<file path="src/rtl/irq_gateway_arb.sv">
// Interrupt gateway and priority arbiter.
// Each source has a level-sensitive gateway that latches one request into
// pending and then ignores the line until the handler completes that ID.
// The arbiter registers the best eligible source every cycle. The handler
// claims that source, which moves it from pending to in-service.
//
// Gateway FSM (one instance per source)
//   state    | meaning
//   GW_READY | idle; a high src_irq at the edge latches pending
//   GW_BUSY  | request latched or in service; src_irq ignored until complete
module irq_gateway_arb #(
    parameter int N_SRC  = 8,
    parameter int PRIO_W = 3
) (
    input  logic              clk_in,
    input  logic              reset_in,
    input  logic [N_SRC-1:0]  src_irq,
    input  logic              cfg_wr,
    input  logic [3:0]        cfg_addr,
    input  logic [PRIO_W:0]   cfg_wdata,
    input  logic              claim_req,
    output logic              claim_vld,
    output logic [3:0]        claim_id,
    input  logic              complete_req,
    input  logic [3:0]        complete_id,
    output logic              ext_irq
);

    typedef enum logic {
        GW_READY = 1'b0,
        GW_BUSY  = 1'b1
    } gw_state_t;

    gw_state_t         gw_q [N_SRC];
    gw_state_t         gw_d [N_SRC];

    logic [N_SRC-1:0]  pending_q;
    logic [N_SRC-1:0]  pending_d;
    logic [N_SRC-1:0]  in_svc_q;
    logic [N_SRC-1:0]  in_svc_d;
    logic [N_SRC-1:0]  enable_q;
    logic [PRIO_W-1:0] prio_q [N_SRC];
    logic [PRIO_W-1:0] thresh_q;

    logic [3:0]        best_id_q;
    logic [3:0]        best_id_d;
    logic [PRIO_W-1:0] best_prio_q;
    logic [PRIO_W-1:0] best_prio_d;

    logic [N_SRC-1:0]  claim_clr;
    logic [N_SRC-1:0]  cmpl_hit;
    logic [N_SRC-1:0]  pend_arb;

    // Decode the claim and complete strobes into per-source one-hot hits.
    // A complete only counts when the named source is actually in service,
    // so ID 0, out-of-range IDs and stale IDs fall out naturally.
    always_comb begin
        claim_clr = '0;
        cmpl_hit  = '0;
        for (int i = 0; i < N_SRC; i++) begin
            claim_clr[i] = claim_req && (best_id_q == 4'(i + 1));
            cmpl_hit[i]  = complete_req && (complete_id == 4'(i + 1)) && in_svc_q[i];
        end
    end

    // Gateway next state plus the pending and in-service updates it drives.
    always_comb begin
        for (int i = 0; i < N_SRC; i++) begin
            gw_d[i] = gw_q[i];
            case (gw_q[i])
                GW_READY: if (src_irq[i]) gw_d[i] = GW_BUSY;
                GW_BUSY:  if (cmpl_hit[i]) gw_d[i] = GW_READY;
                default:  gw_d[i] = GW_READY;
            endcase
        end
        pending_d = '0;
        for (int i = 0; i < N_SRC; i++) begin
            pending_d[i] = (pending_q[i] & ~claim_clr[i])
                         | ((gw_q[i] == GW_READY) & src_irq[i]);
        end
        // A pending source cannot also be in service, so set and clear never collide.
        in_svc_d = (in_svc_q | claim_clr) & ~cmpl_hit;
    end

    // Arbitration sees this edge's claim clear but not this edge's new
    // requests, which gives the one-cycle pending-to-ext_irq latency and
    // guarantees a claimed ID is never offered twice.
    always_comb begin
        pend_arb    = pending_q & ~claim_clr;
        best_id_d   = '0;
        best_prio_d = '0;
        for (int i = 0; i < N_SRC; i++) begin
            // Strict greater-than while scanning upward keeps the lowest ID on ties.
            if (pend_arb[i] && enable_q[i] && (prio_q[i] > thresh_q)
                && (prio_q[i] > best_prio_d)) begin
                best_id_d   = 4'(i + 1);
                best_prio_d = prio_q[i];
            end
        end
    end

    // Gateway state, pending and in-service registers.
    always_ff @(posedge clk_in or negedge reset_in) begin
        if (!reset_in) begin
            for (int i = 0; i < N_SRC; i++) gw_q[i] <= GW_READY;
            pending_q <= '0;
            in_svc_q  <= '0;
        end else begin
            for (int i = 0; i < N_SRC; i++) gw_q[i] <= gw_d[i];
            pending_q <= pending_d;
            in_svc_q  <= in_svc_d;
        end
    end

    // Configuration register file: address 0 is the threshold, 1..N_SRC are
    // per-source enable and priority; other addresses are dropped.
    always_ff @(posedge clk_in or negedge reset_in) begin
        if (!reset_in) begin
            enable_q <= '0;
            thresh_q <= '0;
            for (int i = 0; i < N_SRC; i++) prio_q[i] <= '0;
        end else if (cfg_wr) begin
            if (cfg_addr == 4'd0) begin
                thresh_q <= cfg_wdata[PRIO_W-1:0];
            end
            for (int i = 0; i < N_SRC; i++) begin
                if (cfg_addr == 4'(i + 1)) begin
                    enable_q[i] <= cfg_wdata[PRIO_W];
                    prio_q[i]   <= cfg_wdata[PRIO_W-1:0];
                end
            end
        end
    end

    // Registered arbitration result, interrupt request and claim response.
    // A claim returns the winner held before the edge, so a config write
    // in the same cycle cannot change what is handed out.
    always_ff @(posedge clk_in or negedge reset_in) begin
        if (!reset_in) begin
            best_id_q   <= '0;
            best_prio_q <= '0;
            ext_irq     <= 1'b0;
            claim_vld   <= 1'b0;
            claim_id    <= '0;
        end else begin
            best_id_q   <= best_id_d;
            best_prio_q <= best_prio_d;
            ext_irq     <= (best_id_d != 4'd0);
            claim_vld   <= claim_req;
            claim_id    <= claim_req ? best_id_q : 4'd0;
        end
    end

    // best_prio is kept registered alongside best_id for visibility; fold it
    // into a signal so the register is not flagged as unused.
    logic best_prio_unused;
    assign best_prio_unused = ^best_prio_q;

endmodule

</file>
<file path="config.mk">
export PLATFORM = sky130hd
export DESIGN_NAME = irq_gateway_arb
export DESIGN_NICKNAME = d
export VERILOG_FILES = /design/src/rtl/irq_gateway_arb.sv
export SDC_FILE = /design/constraint.sdc
export NUM_CORES = 1
export LEC_CHECK = 0
export CAP_MARGIN = 5
export CORE_AREA = 2 2 123 125
export DETAILED_ROUTE_END_ITERATION = 8
export DIE_AREA = 0 0 125 127
export SLEW_MARGIN = 20
export SYNTH_ARGS = -nofsm -noshare
export SYNTH_HDL_FRONTEND = slang
export SYNTH_SLANG_ARGS = --single-unit
</file>
<file path="constraint.sdc">
create_clock -name clk_in -period 13.18 [get_ports clk_in]
set_clock_uncertainty 0.15 [all_clocks]
set_input_delay 2.636 -clock clk_in [delete_from_list [all_inputs] [get_ports clk_in]]
set_output_delay 2.636 -clock clk_in [all_outputs]
set_load 0.01 [all_outputs]
</file>
==> impl_metrics.tcl, run 1 <==
set metrics [dict create \
    status "finished clean" \
    cts.path.max_buffers 2 \
    ys.flop_type "dfrtp_1" \
    register_area_um2 1730 \
    core_um2 14400 \
    slew_violations 0 \
    hpwl_um 7920 \
    worst_setup_path_start_kind "input pin" \
    drv_cap 0 \
    dpl.cell_count 642 \
    finalHoldViolations 0 \
    start_util_pct 29.9 \
    path_delay_family "simple AND/OR/NAND/NOR gates" \
    ys_warn_count 0 \
    fin_setup_tns_ns 0 \
    h-tree-depth 3 \
    final_cells 658 \
    die_w_um 125 \
    synth_nets 497 \
    gr-total-overflow 0 \
    track_usage_pct 13.4 \
    antenna_found_initial 0 \
    die_area_um2 15900 \
    nets 535 \
    clk_pin_slew_worst_paths_ns 0.05 \
    ir_drop_uv 77.5 \
    firstDrtPassIters 7 \
    r2r_setup_slack_ns 2.63 \
    worstMarginPinSlew_ns 0.880 \
    ys_ff_latch 69 \
    drive_above_1_share_pct 14.8 \
    power_density_nw_per_um2 179 \
    drt_wl_total_um 10300 \
    drt_iter0_drc 205 \
    slowest_stage "or4_4" \
    drcViolationCount 0 \
    nFillCells 1443 \
    crit_required_ns 13.23 \
    synth_fa_ha_area_share_pct 11.9 \
    muxShareOfSynthArea_pct 7.97 \
    synthArstFlopShare_pct 100 \
    vias 3452 \
    cp.arrival_ns 12.29 \
    multiInputGateArea_um2 2450 \
    die_y_um 127 \
    num_rows 44 \
    cpPeakStageDelay_ns 0.57 \
    period_minus_slack_ns 12.24 \
    max_freq_ghz 0.0817 \
    maxSlewHeadroom_pct 41.3 \
    path_class "input pin to flop" \
    wire_per_inst_um 15.7 \
    ant_nets 0 \
    setup_violations 0 \
    root_buffer "clkbuf_16" \
    syn_area_um2 4320 \
    areaGrowthSynthToFinish_pct 19.0 \
    grt_max_degree 70 \
    grt_pass1_vias 3440 \
    pin_count 31 \
    hp-class "flop to flop" \
    n_antenna_cell 0 \
    tritoncts "built" \
    numCtsBuffers 9 \
    port_buffers 30 \
    via_per_inst 5.25 \
    netlist_instances 431 \
    cts.sink_count 69 \
    synth_compound_area_share_pct 17.7 \
    period_share_pct 92.9 \
    rsz0062_at_grt "false" \
    critPathCaptureType "flop" \
    synth_cell_types 72 \
    synth_top_family_by_area "simple AND/OR/NAND/NOR gates" \
    leakage_nw 2.25 \
    cts_resized 0 \
    cts_setup_buffers 0 \
    synth_seq_area_share_pct 40.0 \
    cp_common_cell "ha_1" \
    critical_path_buf_inv_count 4 \
    place_congestion 0.900 \
    worst-path-max-fanout 8 \
    yosys.area_share.simple_pct 18.4 \
    clock_latency_ns 0.33 \
    synth_xor_area_share_pct 0 \
    hold_buffers 0 \
    syn_avg_cell_area_um2 10.0 \
    synth-edff-count 0 \
    grt_pass1_wl_um 17400 \
]
[layer usage]
metal / GRT usage (%) / vias to the layer above / share of wire [%]
li1: - / 1666 / -
met1: 18.5 / 1680 / 48
met2: 21.1 / 95 / 45
met3: 4.23 / 11 / 6.1
met4: 2.42 / 0 / 0.74
met5: 0 / - / 0
[flip-flops by register name, indices dropped and copies added, names as in the netlist]
signal	flops
best_id_q	4
claim_id	4
claim_vld	1
enable_q	8
ext_irq	1
gw_q	8
in_svc_q	8
pending_q	8
prio_q	24
thresh_q	3
[cells by family (layout without fill, tap and decap cells)]
group                    count (synthesis)  after routing
AND/OR/NAND/NOR                        144            144
AO/OA/AOI/OAI                          104            104
adder cells (fa/ha/maj)                 41             41
buffers and inverters                   43             86
multiplexers                            30             30
flip-flops                              69             69
[where the power goes]
group	total [mW]	internal [mW]	switching (mW)	leakage [nW]
logic	0.378	0.171	0.207	1.30
registers	0.324	0.271	0.0530	0.816
clock network	0.219	0.137	0.0818	0.134
total	0.921	0.579	0.342	2.25
[Yosys cell counts, types with 7 or more instances]
master	instances	area, um^2
nand2_1	27	101
mux2_2	28	315
nand3_1	24	120
o21ai_0	25	125
ha_1	41	513
a21o_1	7	52.6
inv_1	37	139
dfrtp_1	69	1730
a21oi_1	20	100
nand3b_1	8	60.1
and3_1	12	75.1
nor2b_1	7	43.8
a31oi_1	10	62.6
nor2_1	29	109
[layout make-up]
type,count,area share (%)
inverters,37,2.70
repair buffers,33,6.24
clock buffers,15,5.21
multi-input cells,319,47.6
well taps,184,4.48
clock inverters,1,0.0975
flip-flops and latches,69,33.6
[through the flow]
step	utilization [%]	worst slack, ns	total power [mW]	instance area (um^2)	hold WS (ns)
6_report	35.6	0.939	0.921	5130	0.314
5_1_grt	35.6	0.200	0.998	5130	0.349
4_1_cts	35.4	0.301	0.918	5100	0.319
3_5_place_dp	33.5	-0.0106	0.692	4830	0.309
3_3_place_gp	33.5	0.284	0.672	4830	0.301
2_1_floorplan	-	1.37	0.588	4320	0.285
[final timing paths]
kind,from,end,cells past startpoint
setup / recovery,claim_req,ext_irq$_DFF_PN0_,48
hold / removal,gw_q[1]$_DFF_PN0_,gw_q[1]$_DFF_PN0_,1
setup reg to reg,thresh_q[2]$_DFFE_PN0P_,ext_irq$_DFF_PN0_,49
hold reg to reg,gw_q[1]$_DFF_PN0_,gw_q[1]$_DFF_PN0_,1
max in group asynchronous,reset_in,enable_q[3]$_DFFE_PN0P_,2
min in group asynchronous,reset_in,gw_q[6]$_DFF_PN0_,2
[cells in the final DEF (no fill, tap or decap), drive strengths merged, types with 8 or more instances in the layout]
master and count:
clkbuf 15, inv 37, o21ai 28, ha 41, dfrtp 69, a21oi 22
clkdlybuf4s50 28, mux2 29, a31oi 10, and3 12, nand3b 8, nand2 27
nand3 26, nor2 29
[worst register-to-register path: cells and delay by family (launching register included)]
family                   cells  cell delay (ns)
AO/OA/AOI/OAI               17             3.47
adder cells (fa/ha/maj)      8             2.16
buffers and inverters        4             0.64
flip-flops                   1             0.37
multiplexers                 2             0.63
AND/OR/NAND/NOR             18             3.02
No activity file was read; power rests on OpenSTA's default activity.
==> inputs of run 2 (changes only) <==
--- a/config.mk
+++ b/config.mk
@@ -7,8 +7,11 @@
 export LEC_CHECK = 0
 export CAP_MARGIN = 5
 export CORE_AREA = 2 2 123 125
+export CTS_BUF_LIST = sky130_fd_sc_hd__clkbuf_2 sky130_fd_sc_hd__clkbuf_4 sky130_fd_sc_hd__clkbuf_8
 export DETAILED_ROUTE_END_ITERATION = 8
 export DIE_AREA = 0 0 125 127
+export HOLD_SLACK_MARGIN = 0.08
+export RECOVER_POWER = 25
 export SLEW_MARGIN = 20
 export SYNTH_ARGS = -nofsm -noshare
 export SYNTH_HDL_FRONTEND = slang
==> run 2 against run 1 <==
The run now ends with max-capacitance violations, max-slew violations left. Sequential share of layout area increased by 0.66 points. Core utilization shrank 0.69 points. Die area stayed put. Critical path type unchanged. Highest routed layer unchanged.
==> impl_metrics.tcl, run 2 (synthesis results as in run 1) <==
set metrics [dict create \
    numCtsBuffers 9 \
    ir_drop_uv 54.3 \
    firstDrtPassIters 6 \
    grt_max_degree 70 \
    hp-start "gw_q[1]$_DFF_PN0_" \
    power.net_switching_mw 0.335 \
    rsz0062_at_grt "false" \
    drt_iter0_drc 223 \
    cpPeakStageDelay_ns 0.57 \
    die_w_um 125 \
    cts.sink_count 69 \
    period_minus_slack_ns 12.27 \
    power_frac_seq_pct 37.5 \
    n_antenna_cell 0 \
    finalHoldViolations 0 \
    max_freq_ghz 0.0815 \
    crit_required_ns 13.25 \
    final_area_um2 5040 \
    worst_setup_path_start_kind "input pin" \
    track_usage_pct 13.5 \
    pre_cts_slack_ns -0.0106 \
    root_buffer "clkbuf_8" \
    hp-class "flop to flop" \
    slew_violations 70 \
    start_util_pct 29.9 \
    drcViolationCount 0 \
    tritoncts "built" \
    fin_setup_tns_ns 0 \
    violations "max-capacitance violations, max-slew violations" \
    power_frac_clock_pct 18.7 \
    die_area_um2 15900 \
    critPathCaptureType "flop" \
    via_per_inst 5.24 \
    startpoint "claim_req" \
    cts.path.max_buffers 2 \
    drv_cap 1 \
    status "finished with violations" \
    setup_violations 0 \
    layout_setup_ws_ns 0.915 \
    wire_per_inst_um 15.6 \
    ant_nets 0 \
    place_congestion 0.900 \
    drive_above_1_share_pct 15.4 \
    worst-path-max-fanout 8 \
    hpwl_um 7920 \
    power_mw 0.863 \
    largest_register_ffs 24 \
    antenna_found_initial 0 \
    period_share_pct 93.1 \
    drt_wl_total_um 10300 \
    layout_common_cells "dfrtp_1 (69), ha_1 (41), inv_1 (37)" \
    p_sw_share_pct 38.8 \
    power_density_nw_per_um2 171 \
    cp.arrival_ns 12.33 \
    nets 535 \
    nFillCells 1454 \
    areaGrowthSynthToFinish_pct 16.7 \
    leakage_nw 2.20 \
    grt_pass1_vias 3428 \
    pin_count 31 \
    clk_pin_slew_worst_paths_ns 0.07 \
    slowest_stage "or4_4" \
    h-tree-depth 3 \
    internal_power_mw 0.528 \
    reg2reg_from "thresh_q[2]$_DFFE_PN0P_" \
    dpl.cell_count 642 \
    maxSlewHeadroom_pct -141 \
    core_um2 14400 \
    num_rows 44 \
    final_cells 658 \
    final_common_cell "dfrtp_1" \
    place_area_um2 4830 \
    cp_common_cell "ha_1" \
    grt_pass1_wl_um 17400 \
    vias 3445 \
    port_buffers 30 \
    die_y_um 127 \
    clock_latency_ns 0.35 \
    regMostFlops "prio_q" \
    path_class "input pin to flop" \
    gr-total-overflow 0 \
    worstMarginPinSlew_ns 3.62 \
    combPwrFrac_pct 43.8 \
]
-- run 2: power by group through the flow --
stage	clock, mW	combinational, mW	sequential [mW]
2_1_floorplan	0	0.283	0.305
3_3_place_gp	0	0.349	0.323
3_5_place_dp	0	0.367	0.325
4_1_cts	0.167	0.369	0.322
5_1_grt	0.179	0.429	0.331
6_report	0.162	0.378	0.323
-- run 2: cell type report --
cell class	instances	area [um^2]	share of cell area (%)
repair buffers	33	308	6.11
well taps	184	230	4.57
inverters	37	139	2.76
clock inverters	1	5.00	0.0994
clock buffers	15	181	3.60
flip-flops and latches	69	1730	34.3
multi-input cells	319	2450	48.6
-- run 2: layer usage --
| metal | up-vias | routed length, um | track usage, % |
|---|---|---|---|
| li1 | 1661 | - | - |
| met1 | 1684 | 4970 | 18.5 |
| met2 | 90 | 4650 | 21.0 |
| met3 | 10 | 583 | 3.98 |
| met4 | 0 | 81 | 3.01 |
| met5 | - | 0 | 0 |
-- run 2: path summary, 6_finish.rpt --
path / cells past startpoint / slack (ns) / end
max in group asynchronous: 2 / 7.34 / prio_q[17]$_DFFE_PN0P_
setup / recovery: 48 / 0.91 / ext_irq$_DFF_PN0_
hold / removal: 1 / 0.31 / pending_q[6]$_DFF_PN0_
setup reg to reg: 49 / 2.61 / ext_irq$_DFF_PN0_
hold reg to reg: 1 / 0.31 / pending_q[6]$_DFF_PN0_
min in group asynchronous: 2 / 3.47 / gw_q[6]$_DFF_PN0_
-- run 2: metrics by stage --
| step | util, % | hold slack (ns) |
|---|---|---|
| floorplan | - | 0.285 |
| global placement | 33.5 | 0.301 |
| detailed placement | 33.5 | 0.309 |
| CTS | 34.8 | 0.321 |
| global route | 34.9 | 0.353 |
| finish | 34.9 | 0.315 |
-- run 2: what timing repair did --
item / CTS / global route
hold buffers: 0 / 0
setup endpoints to repair: 0 / 5
endpoints found under the hold margin: 0 / 0
buffers inserted: 0 / 0
gates resized for setup: 0 / 7
-- run 2: critical path, delay by kind of cell --
kind,cells,cell delay (ns)
mux,2,0.63
buf+inv,4,0.55
fa+ha+maj,7,1.78
compound gates,16,3.34
simple gates,19,3.38
==> inputs of run 3 (changes only) <==
--- a/config.mk
+++ b/config.mk
@@ -11,7 +11,9 @@
 export DETAILED_ROUTE_END_ITERATION = 8
 export DIE_AREA = 0 0 125 127
 export HOLD_SLACK_MARGIN = 0.08
+export PLACE_DENSITY_LB_ADDON = 0.12
 export RECOVER_POWER = 25
+export SETUP_SLACK_MARGIN = 0.05
 export SLEW_MARGIN = 20
 export SYNTH_ARGS = -nofsm -noshare
 export SYNTH_HDL_FRONTEND = slang
==> run 3 against run 2 <==
The run still ends with max-capacitance violations, max-slew violations left. Sequential power barely moved. Design area up 0.52%. Via count fell by 1.8%. Worst setup slack worse by 0.13 ns. Highest routed layer unchanged.
==> impl_metrics.tcl, run 3 (synthesis results as in run 1) <==
set metrics [dict create \
    status "finished with violations" \
    violations "max-capacitance violations, max-slew violations" \
    tritoncts "built" \
    r2r_setup_slack_ns 2.67 \
    port_buffers 30 \
    critPathCaptureType "flop" \
    die_w_um 125 \
    firstDrtPassIters 4 \
    drt_iter0_drc 113 \
    drcViolationCount 0 \
    die_y_um 127 \
    worst_setup_path_start_kind "input pin" \
    antenna_found_initial 0 \
    layout_setup_ws_ns 0.780 \
    areaGrowthSynthToFinish_pct 17.3 \
    largest_register_ffs 24 \
    p_sw_share_pct 38.6 \
    grt_max_degree 70 \
    h-tree-depth 3 \
    cts.path.max_buffers 2 \
    combPwrFrac_pct 43.4 \
    cpPeakStageDelay_ns 0.58 \
    max_freq_ghz 0.0806 \
    rr_endpoint "ext_irq$_DFF_PN0_" \
    num_rows 44 \
    ant_nets 0 \
    grt_pass1_vias 3362 \
    final_area_um2 5060 \
    startpoint "claim_req" \
    power.net_switching_mw 0.338 \
    cts.sink_count 69 \
    power_density_nw_per_um2 173 \
    rsz0062_at_grt "false" \
    n_antenna_cell 0 \
    start_util_pct 29.9 \
    vias 3382 \
    core_um2 14400 \
    path_class "input pin to flop" \
    gr-total-overflow 0 \
    via_per_inst 5.12 \
    wire_per_inst_um 16.7 \
    clk_pin_slew_worst_paths_ns 0.07 \
    maxSlewHeadroom_pct -152 \
    clock_latency_ns 0.36 \
    power_frac_clock_pct 19.5 \
    cp_common_cell "ha_1" \
    final_common_cell "dfrtp_1" \
    worstMarginPinSlew_ns 3.78 \
    place_congestion 0.804 \
    hp-class "flop to flop" \
    period_share_pct 94.1 \
    layout_common_cells "dfrtp_1 (69), ha_1 (41), inv_1 (37)" \
    pre_cts_slack_ns 0.0890 \
    reg2reg_from "thresh_q[2]$_DFFE_PN0P_" \
    finalHoldViolations 0 \
    drv_cap 1 \
    grt_pass1_wl_um 18100 \
    ir_drop_uv 48.5 \
    reg2reg_depth 50 \
    die_area_um2 15900 \
    crit_end "ext_irq$_DFF_PN0_" \
    place_area_um2 4850 \
    cp.arrival_ns 12.48 \
    numCtsBuffers 9 \
    worst-path-max-fanout 8 \
    nets 539 \
    drt_wl_total_um 11000 \
    regMostFlops "prio_q" \
    slowest_stage "or4_4" \
    period_minus_slack_ns 12.40 \
    leakage_nw 2.22 \
    root_buffer "clkbuf_8" \
    power_frac_seq_pct 37.1 \
    internal_power_mw 0.537 \
    drive_above_1_share_pct 15.8 \
    slew_violations 70 \
    fin_setup_tns_ns 0 \
    track_usage_pct 14.6 \
    nFillCells 1501 \
    hpwl_um 8420 \
    setup_violations 0 \
    crit_required_ns 13.26 \
    pin_count 31 \
]
## run 3: cell count changes in the layout (fill, tap and decap cells not counted)
cell,change
clkdlybuf4s50_1,+1
o21ai_1,-1
clkbuf_4,-2
clkbuf_8,-1
a221oi_4,-1
bufinv_16,+1
a221oi_2,+1
o21ai_2,+1
buf_4,+3
## run 3: worst max-delay path: cells and delay by family
| kind | cells | cell delay, ns |
|---|---|---|
| buf+inv | 5 | 0.97 |
| simple gates | 19 | 3.27 |
| fa+ha+maj | 7 | 1.80 |
| mux | 2 | 0.61 |
| compound gates | 16 | 3.18 |
## run 3: final cells by class
| class | count | area (um^2) | share of cell area (%) |
|---|---|---|---|
| timing repair buffer | 37 | 340 | 6.72 |
| sequential | 69 | 1730 | 34.1 |
| clock buffer | 12 | 153 | 3.02 |
| clock inverter | 2 | 35.0 | 0.692 |
| inverter | 37 | 139 | 2.74 |
| tap | 184 | 230 | 4.55 |
| multi-input combinational | 319 | 2440 | 48.2 |
## run 3: how the worst min path moves through the flow
| stage | start | to | slack (ns) | cells after the start |
|---|---|---|---|---|
| detailed placement | gw_q[1]$_DFF_PN0_ | gw_q[1]$_DFF_PN0_ | 0.31 | 1 |
| floorplan | gw_q[1]$_DFF_PN0_ | gw_q[1]$_DFF_PN0_ | 0.28 | 1 |
| finish | gw_q[4]$_DFF_PN0_ | pending_q[3]$_DFF_PN0_ | 0.32 | 1 |
| global route | gw_q[5]$_DFF_PN0_ | gw_q[5]$_DFF_PN0_ | 0.34 | 1 |
| CTS | gw_q[1]$_DFF_PN0_ | gw_q[1]$_DFF_PN0_ | 0.32 | 1 |
| global placement | gw_q[1]$_DFF_PN0_ | gw_q[1]$_DFF_PN0_ | 0.30 | 1 |
## run 3: power groups by stage
stage          logic [mW]  registers, mW  clock network [mW]
6_report            0.380          0.325               0.171
5_1_grt             0.434          0.333               0.189
4_1_cts             0.376          0.324               0.180
3_5_place_dp        0.373          0.328                   0
3_3_place_gp        0.365          0.326                   0
2_1_floorplan       0.283          0.305                   0
## run 3: per-stage QoR
step,std cells,utilization (%),hold slack [ns],power (mW)
after floorplan,431,-,0.285,0.588
after global placement,645,33.6,0.300,0.691
after detailed placement,645,33.6,0.308,0.700
after CTS,659,34.9,0.318,0.879
after global routing,660,35.1,0.341,0.955
final,660,35.1,0.319,0.875
## run 3: timing repair
action	4_1_cts	5_1_grt
hold buffers	0	0
setup buffers	0	1
hold endpoints to repair	0	0
setup endpoints to repair	0	5
gates resized for setup	0	6
## run 3: per-layer routing
layer / GRT usage [%] / share of wire (%) / vias to the layer above
li1: - / - / 1672
met1: 19.9 / 51 / 1623
met2: 23.0 / 44 / 70
met3: 3.43 / 3.7 / 17
met4: 4.90 / 1.7 / 0
met5: 0 / 0 / -
